--- src/rtl/cfu_mac_pkg.sv ---
// Shared constants and types for the CFU MAC scheduler and its SIMD datapath.
package cfu_mac_pkg;

    localparam int ACC_W = 32;
    localparam int OFF_W = 9;

    localparam logic [2:0] FN_SET_OFF = 3'd0;
    localparam logic [2:0] FN_CLEAR   = 3'd1;
    localparam logic [2:0] FN_PUSH    = 3'd2;
    localparam logic [2:0] FN_READ    = 3'd3;
    localparam logic [2:0] FN_RUN     = 3'd4;

    typedef enum logic [1:0] {
        IDLE,
        WAIT,
        RSP
    } state_e;

endpackage

--- src/rtl/simd_mac4.sv ---
// Four-lane int8 dot product: registered offset-adjusted lane products, then a
// combinational lane sum that the scheduler folds into its accumulator register.
module simd_mac4
    import cfu_mac_pkg::*;
(
    input  logic             clk,
    input  logic             reset,
    input  logic             in_valid,
    input  logic [31:0]      in_a,
    input  logic [31:0]      in_b,
    input  logic [OFF_W-1:0] input_offset,
    input  logic [OFF_W-1:0] filter_offset,
    output logic             out_valid,
    output logic [ACC_W-1:0] out_sum
);

    logic [3:0][19:0] prod_d, prod_q;
    logic             valid_d, valid_q;
    logic signed [9:0] fa [4];
    logic signed [9:0] fb [4];

    always_comb begin
        valid_d = in_valid;
        prod_d  = prod_q;
        for (int i = 0; i < 4; i++) begin
            fa[i] = 10'($signed(in_a[8*i +: 8])) + 10'($signed(input_offset));
            fb[i] = 10'($signed(in_b[8*i +: 8])) + 10'($signed(filter_offset));
            if (in_valid) begin
                prod_d[i] = 20'(fa[i]) * 20'(fb[i]);
            end
        end
    end

    always_comb begin
        out_sum = '0;
        for (int i = 0; i < 4; i++) begin
            out_sum = out_sum + ACC_W'($signed(prod_q[i]));
        end
    end

    assign out_valid = valid_q;

    always_ff @(posedge clk) begin
        if (reset) begin
            valid_q <= 1'b0;
            prod_q  <= '0;
        end else begin
            valid_q <= valid_d;
            prod_q  <= prod_d;
        end
    end

endmodule

--- src/rtl/cfu_mac_sched.sv ---
// Command scheduler for the CFU int8 MAC: operand FIFO, issue into simd_mac4,
// and drain sequencing so offset/clear/read/run never see a half-drained pipeline.
//
// state | meaning
// IDLE  | ready for a command (PUSH blocked only while the FIFO is full)
// WAIT  | drain-type command latched, waiting for pipeline (and FIFO if running) to empty
// RSP   | response presented, held until rsp_ready
module cfu_mac_sched
    import cfu_mac_pkg::*;
#(
    parameter int FIFO_DEPTH = 8
) (
    input  logic        clk,
    input  logic        reset,
    input  logic        cmd_valid,
    output logic        cmd_ready,
    input  logic [9:0]  cmd_payload_function_id,
    input  logic [31:0] cmd_payload_inputs_0,
    input  logic [31:0] cmd_payload_inputs_1,
    output logic        rsp_valid,
    input  logic        rsp_ready,
    output logic [31:0] rsp_payload_outputs_0
);

    localparam int PTR_W = $clog2(FIFO_DEPTH);
    localparam int CNT_W = PTR_W + 1;

    state_e           state_q, state_d;
    logic [2:0]       fn_q, fn_d;
    logic [OFF_W-1:0] arg0_q, arg0_d, arg1_q, arg1_d;
    logic [OFF_W-1:0] in_off_q, in_off_d, f_off_q, f_off_d;
    logic             run_q, run_d;
    logic [ACC_W-1:0] acc_q, acc_d;
    logic             rsp_valid_q, rsp_valid_d;
    logic [ACC_W-1:0] rsp_data_q, rsp_data_d;

    logic [63:0]      mem_q [FIFO_DEPTH];
    logic [63:0]      mem_d [FIFO_DEPTH];
    logic [PTR_W-1:0] wr_ptr_q, wr_ptr_d, rd_ptr_q, rd_ptr_d;
    logic [CNT_W-1:0] count_q, count_d;

    logic [2:0]       fn_in;
    logic             fire, push, pop, full, empty, drain_ok;
    logic             mac_valid;
    logic [ACC_W-1:0] mac_sum;
    logic [63:0]      pop_data;
    logic             unused_fn_hi;

    assign fn_in        = cmd_payload_function_id[2:0];
    assign unused_fn_hi = ^cmd_payload_function_id[9:3];
    assign full         = (count_q == CNT_W'(FIFO_DEPTH));
    assign empty        = (count_q == '0);
    // Gated on the live funct3 so RUN can still get in while the FIFO is full.
    assign cmd_ready    = (state_q == IDLE) && !(full && (fn_in == FN_PUSH));
    assign fire         = cmd_valid && cmd_ready;
    assign push         = fire && (fn_in == FN_PUSH);
    assign pop          = run_q && !empty;
    assign pop_data     = mem_q[rd_ptr_q];
    assign drain_ok     = !mac_valid && (!run_q || empty);

    simd_mac4 u_mac (
        .clk           (clk),
        .reset         (reset),
        .in_valid      (pop),
        .in_a          (pop_data[63:32]),
        .in_b          (pop_data[31:0]),
        .input_offset  (in_off_q),
        .filter_offset (f_off_q),
        .out_valid     (mac_valid),
        .out_sum       (mac_sum)
    );

    always_comb begin
        mem_d    = mem_q;
        wr_ptr_d = wr_ptr_q;
        rd_ptr_d = rd_ptr_q;
        count_d  = count_q;
        if (push) begin
            mem_d[wr_ptr_q] = {cmd_payload_inputs_0, cmd_payload_inputs_1};
            wr_ptr_d        = wr_ptr_q + PTR_W'(1);
        end
        if (pop) begin
            rd_ptr_d = rd_ptr_q + PTR_W'(1);
        end
        case ({push, pop})
            2'b10:   count_d = count_q + CNT_W'(1);
            2'b01:   count_d = count_q - CNT_W'(1);
            default: count_d = count_q;
        endcase
    end

    always_comb begin
        state_d     = state_q;
        fn_d        = fn_q;
        arg0_d      = arg0_q;
        arg1_d      = arg1_q;
        in_off_d    = in_off_q;
        f_off_d     = f_off_q;
        run_d       = run_q;
        acc_d       = mac_valid ? (acc_q + mac_sum) : acc_q;
        rsp_valid_d = rsp_valid_q;
        rsp_data_d  = rsp_data_q;

        unique case (state_q)
            IDLE: begin
                if (fire) begin
                    fn_d   = fn_in;
                    arg0_d = cmd_payload_inputs_0[OFF_W-1:0];
                    arg1_d = cmd_payload_inputs_1[OFF_W-1:0];
                    case (fn_in)
                        FN_SET_OFF, FN_CLEAR, FN_READ, FN_RUN: begin
                            state_d = WAIT;
                        end
                        FN_PUSH: begin
                            state_d     = RSP;
                            rsp_valid_d = 1'b1;
                            rsp_data_d  = ACC_W'(count_q);
                        end
                        default: begin
                            state_d     = RSP;
                            rsp_valid_d = 1'b1;
                            rsp_data_d  = '0;
                        end
                    endcase
                end
            end
            WAIT: begin
                if (drain_ok) begin
                    state_d     = RSP;
                    rsp_valid_d = 1'b1;
                    rsp_data_d  = '0;
                    case (fn_q)
                        FN_SET_OFF: begin
                            in_off_d = arg0_q;
                            f_off_d  = arg1_q;
                        end
                        FN_CLEAR: acc_d      = '0;
                        FN_READ:  rsp_data_d = acc_q;
                        FN_RUN:   run_d      = arg0_q[0];
                        default:  ;
                    endcase
                end
            end
            RSP: begin
                if (rsp_ready) begin
                    state_d     = IDLE;
                    rsp_valid_d = 1'b0;
                end
            end
            default: state_d = IDLE;
        endcase
    end

    assign rsp_valid             = rsp_valid_q;
    assign rsp_payload_outputs_0 = rsp_data_q;

    always_ff @(posedge clk) begin
        mem_q <= mem_d;
    end

    always_ff @(posedge clk) begin
        if (reset) begin
            state_q     <= IDLE;
            fn_q        <= '0;
            arg0_q      <= '0;
            arg1_q      <= '0;
            in_off_q    <= '0;
            f_off_q     <= '0;
            run_q       <= 1'b0;
            acc_q       <= '0;
            rsp_valid_q <= 1'b0;
            rsp_data_q  <= '0;
            wr_ptr_q    <= '0;
            rd_ptr_q    <= '0;
            count_q     <= '0;
        end else begin
            state_q     <= state_d;
            fn_q        <= fn_d;
            arg0_q      <= arg0_d;
            arg1_q      <= arg1_d;
            in_off_q    <= in_off_d;
            f_off_q     <= f_off_d;
            run_q       <= run_d;
            acc_q       <= acc_d;
            rsp_valid_q <= rsp_valid_d;
            rsp_data_q  <= rsp_data_d;
            wr_ptr_q    <= wr_ptr_d;
            rd_ptr_q    <= rd_ptr_d;
            count_q     <= count_d;
        end
    end

endmodule
--- config.mk ---
export PLATFORM = sky130hd
export DESIGN_NAME = cfu_mac_sched
export DESIGN_NICKNAME = d
export VERILOG_FILES = /design/src/rtl/cfu_mac_pkg.sv /design/src/rtl/simd_mac4.sv /design/src/rtl/cfu_mac_sched.sv
export SDC_FILE = /design/constraint.sdc
export NUM_CORES = 2
export LEC_CHECK = 0
export CORE_MARGIN = 3
export CORE_UTILIZATION = 59
export DETAILED_ROUTE_END_ITERATION = 7
export PLACE_DENSITY_LB_ADDON = 0.12
export SETUP_SLACK_MARGIN = 0.2
export SYNTH_ARGS = -nofsm -noshare
export SYNTH_HDL_FRONTEND = slang
export SYNTH_SLANG_ARGS = --single-unit
export TNS_END_PERCENT = 20
--- constraint.sdc ---
create_clock -name clk -period 9.2 [get_ports clk]
set_input_delay 2.76 -clock clk [delete_from_list [all_inputs] [get_ports clk]]
set_output_delay 2.76 -clock clk [all_outputs]
set_load 0.005 [all_outputs]
==> PnR_summary.wiki <==
{| class="wikitable"
! Metric !! Value
|-
| Status || complete, no violations
|-
| Number of enable-type register cells in the synthesized netlist || 512
|-
| Overflow after GRT || 0
|-
| Wire length of the first global-routing pass || 178000 um
|-
| First-pass detailed-route iteration total || 5
|-
| Post-detailed-route count of antenna-violating nets || 0
|-
| Maximum vdd drop || around 0.00019 V
|-
| Area taken by flip-flops and latches || roughly 0.019 mm2
|-
| I/O pin count || 112
|-
| Port buffer count || roughly 100
|-
| TritonCTS clock tree || yes
|-
| HP Class || reg2reg
|-
| Core occupancy in the finished layout || between 60% and 70%
|-
| Via Count || 30600
|-
| Post-synth cell types || 79
|-
| Pre-CTS WS || 0.658 ns
|-
| Die X-Extent || 293 um
|-
| Final RePlAce weighted congestion || 0.881
|-
| Post-CTS setup buffers || 0
|-
| Area fraction in compound gates after synthesis || 6.54%
|-
| Clk Latency, worst-skew pair || 0.66 ns
|-
| Simple-gate area share of the yosys netlist || 9.45%
|-
| Placeable core region || about 0.08 mm2
|-
| DRC violations left || 0
|-
| Final WL || ~110000 um
|-
| Post-synthesis to final-layout area growth || 11.0%
|-
| Number of gates given a new drive strength after cts || 0
|-
| Max-slew violation total from the final report || 0
|-
| Count of final hold-check violations || 0
|-
| Worst Slack Setup Final || 0.781 ns
|-
| Maximum buffer depth of the clock tree || 3
|-
| Main synth FF type || edfxtp_1
|-
| Post-detailed-placement half-perimeter wirelength || 79900 um
|-
| Relative max-transition margin || 21.3%
|-
| Maximum achievable frequency || 119 MHz
|-
| Clock-pin slew on the worst setup and hold paths || ~0.06 ns
|-
| Multi-input gate area || roughly 0.026 mm2
|-
| Measured slew at the worst slew-check pin || 1.17 ns
|-
| Die ar. || ~0.086 mm2
|-
| Share of synthesized registers carrying an async set or reset || 0%
|-
| Sort of element at the start of the critical path || flip-flop
|-
| Total setup violations reported at the end of the flow || 0
|-
| XOR/XNOR Fraction of Synth Area || under 10%
|-
| Vertical die dimension || between 200 and 300 um
|-
| PD cells || roughly 220 mW/mm2
|-
| Vias in the first global route || 31500
|-
| H-tree Lvls || 3
|-
| Required @ worst endpoint || 9.76 ns
|-
| Delay of the slowest cell on the worst path || 0.63 ns
|-
| Total of max-cap violations || 0
|-
| Min cycle time layout || roughly 8.4 ns
|-
| Final critical-path share of the clock period || just over 90%
|-
| Fill cell instance count of the final layout || 6085
|-
| Critical Path Sink Type || flip-flop
|-
| Most prevalent standard cell on the critical path || fa_1
|-
| Fraction of the mapped netlist area in adder cells || 26.4%
|-
| Fraction of final layout cells with drive strength greater than 1 || about a tenth
|-
| Biggest fanout along the worst timing path || 24
|-
| Total number of nets in the final design || 5152
|-
| Syn. warnings || 0
|-
| Final hold slack || between 0.4 and 0.5 ns
|-
| Data arrival time of the critical path || 8.98 ns
|-
| Final worst clock skew || 0.0490 ns
|-
| Largest net degree at the start of global routing || 74
|-
| Clock sink count || 710
|-
| First DRT Iteration DRCs || 2209
|-
| Synthesized area divided by synthesized cell count || between 10 and 15 um2
|-
| Number of buffers created by CTS || 76
|-
| Cells after synthesis || between 4000 and 5000
|-
| Core Rows || 104
|-
| Cell area after technology mapping || 0.0485 mm2
|-
| Antenna violations before repair || 4
|-
| Critical Setup Path Class || reg2reg
|-
| GRT Util Overall || a little over a quarter
|-
| Buffer cell driving the clock tree root || clkbuf_16
|-
| Initial core utilization || 59.9%
|-
| Setup repair after global routing missed its margin || false
|-
| Setup total negative slack || 0 ns
|-
| Slowest stage cell, crit path || fa_1
|-
| DR vias/cell || 5.62
|-
| Fraction of the yosys area taken by sequential cells || between 30% and 40%
|-
| Combinational family with the most area after synthesis || adder cells
|-
| Number of buffers and inverters on the critical path || 6
|-
| Post-synthesis sequential element count || 710
|-
| Largest delay contributor family on the critical path || adder cells
|-
| Hold-fix buffer count after cts || 0
|-
| Leakage power || 22.4 nW
|-
| Mapped Nets || 4994
|-
| Wire length per cell || between 20 and 25 um
|-
| Post-synthesis mux area share || under 10%
|}
layer usage:
layer,vias up,track usage [%],part of all wire [%]
li1,14300,-,-
met1,15300,37.2,44
met2,749,44.4,48
met3,158,4.00,5.5
met4,4,7.74,2.9
met5,-,0,0.022
cell type report:
class | count | share of cell area [%]
Multi-Input combinational cell | 2687 | 48.9
Tap cell | 1060 | 2.47
Inverter | 630 | 4.40
Sequential cell | 710 | 36.0
Clock inverter | 42 | 0.840
Clock buffer | 97 | 3.74
Antenna cell | 2 | 0.00930
Timing Repair Buffer | 209 | 3.68
cell usage in the layout (no fill, tap or decap), drive strengths merged, types with 16 or more instances in the layout:
master / instances
nor2: 210
clkinv: 30
a211oi: 16
inv: 633
ha: 321
nor3: 41
buf: 106
mux4: 128
dfxtp: 198
nand3: 58
nand2: 432
fa: 439
clkbuf: 97
xor2: 61
and2: 86
nand2b: 31
xnor2: 132
o21ai: 57
nor2b: 62
o21bai: 42
clkdlybuf4s50: 103
mux2i: 42
edfxtp: 512
a21o: 62
mux2: 61
a21oi: 245
state kept, by name, indices dropped and copies added, names as in the netlist, 3 cells and up:
name / count
arg1_q: 9
rsp_payload_outputs_0: 32
in_off_q: 9
wr_ptr_q: 3
acc_q: 32
fn_q: 3
u_mac.prod_q: 80
count_q: 4
rd_ptr_q: 3
mem_q: 512
f_off_q: 9
arg0_q: 9
stage by stage:
stage	cells	power (mW)	area [um2]
6_report	5437	11.7	53800
5_1_grt	5436	12.6	53800
4_1_cts	5426	11.8	53700
3_5_place_dp	5287	8.77	51300
3_3_place_gp	5287	8.73	51300
2_1_floorplan	4156	7.37	48500
logic make-up (layout without fill, tap and decap cells):
logic type	Yosys count	count (layout)
flops	710	710
xor+xnor	193	193
other cells	0	2
compound gates	507	507
buf+inv	759	978
mux	231	231
fa+ha+maj	760	760
simple gates	996	996
tightest hold or removal path, stage by stage, from the launching register on:
cell	delay, ns
dfxtp_1	0.30
nand2_1	0.05
a21oi_1	0.05
synthesized netlist by cell type, types with 3 or more instances:
master,n,area (um2)
o21bai_1,42,315
edfxtp_1,512,15400
or2_2,14,87.6
a31oi_1,10,62.6
dfxtp_1,198,3960
a21o_1,61,458
o21a_1,8,60.1
nor2b_1,62,388
o211ai_1,5,37.5
nand2_1,432,1620
a211oi_1,14,105
o31ai_1,13,97.6
mux4_2,128,2880
nand3_1,58,290
a31o_2,3,26.3
or4_1,8,60.1
fa_1,439,8790
inv_1,629,2360
mux2_2,61,687
nand2b_1,31,194
nor2_1,209,785
buf_6,5,56.3
or3_1,12,75.1
o21ai_0,54,270
and3_1,12,75.1
nor4_1,5,31.3
xor2_1,61,534
a2111oi_0,5,43.8
ha_1,321,4020
a21oi_1,245,1230
buf_2,8,40.0
o22ai_1,5,31.3
and2_1,86,538
o311ai_0,3,26.3
clkbuf_1,89,334
xnor2_1,132,1160
a221oi_1,4,35.0
a211o_1,5,43.8
nor3_1,41,205
mux2i_1,42,420
nand3b_1,6,45.0
nor3b_1,3,22.5
nand4b_1,7,61.3
buf_1,24,90.1
report_power, final:
part | internal (mW) | switching (mW) | total, mW | leakage (nW)
Clock | 1.67 | 1.31 | 2.98 | 1.17
Combinational | 2.17 | 3.06 | 5.24 | 15.0
Sequential | 3.44 | 0.0172 | 3.46 | 6.21
worst paths after layout:
check                                start                        to  slack, ns  depth (start not counted)
setup / recovery               rd_ptr_q[0]          u_mac.prod_q[17]       0.78                         30
hold / removal    rsp_payload_outputs_0[5]  rsp_payload_outputs_0[5]       0.45                          2
setup reg to reg               rd_ptr_q[0]          u_mac.prod_q[17]       0.78                         30
hold reg to reg   rsp_payload_outputs_0[5]  rsp_payload_outputs_0[5]       0.45                          2
No activity file was read; power rests on OpenSTA's default activity.
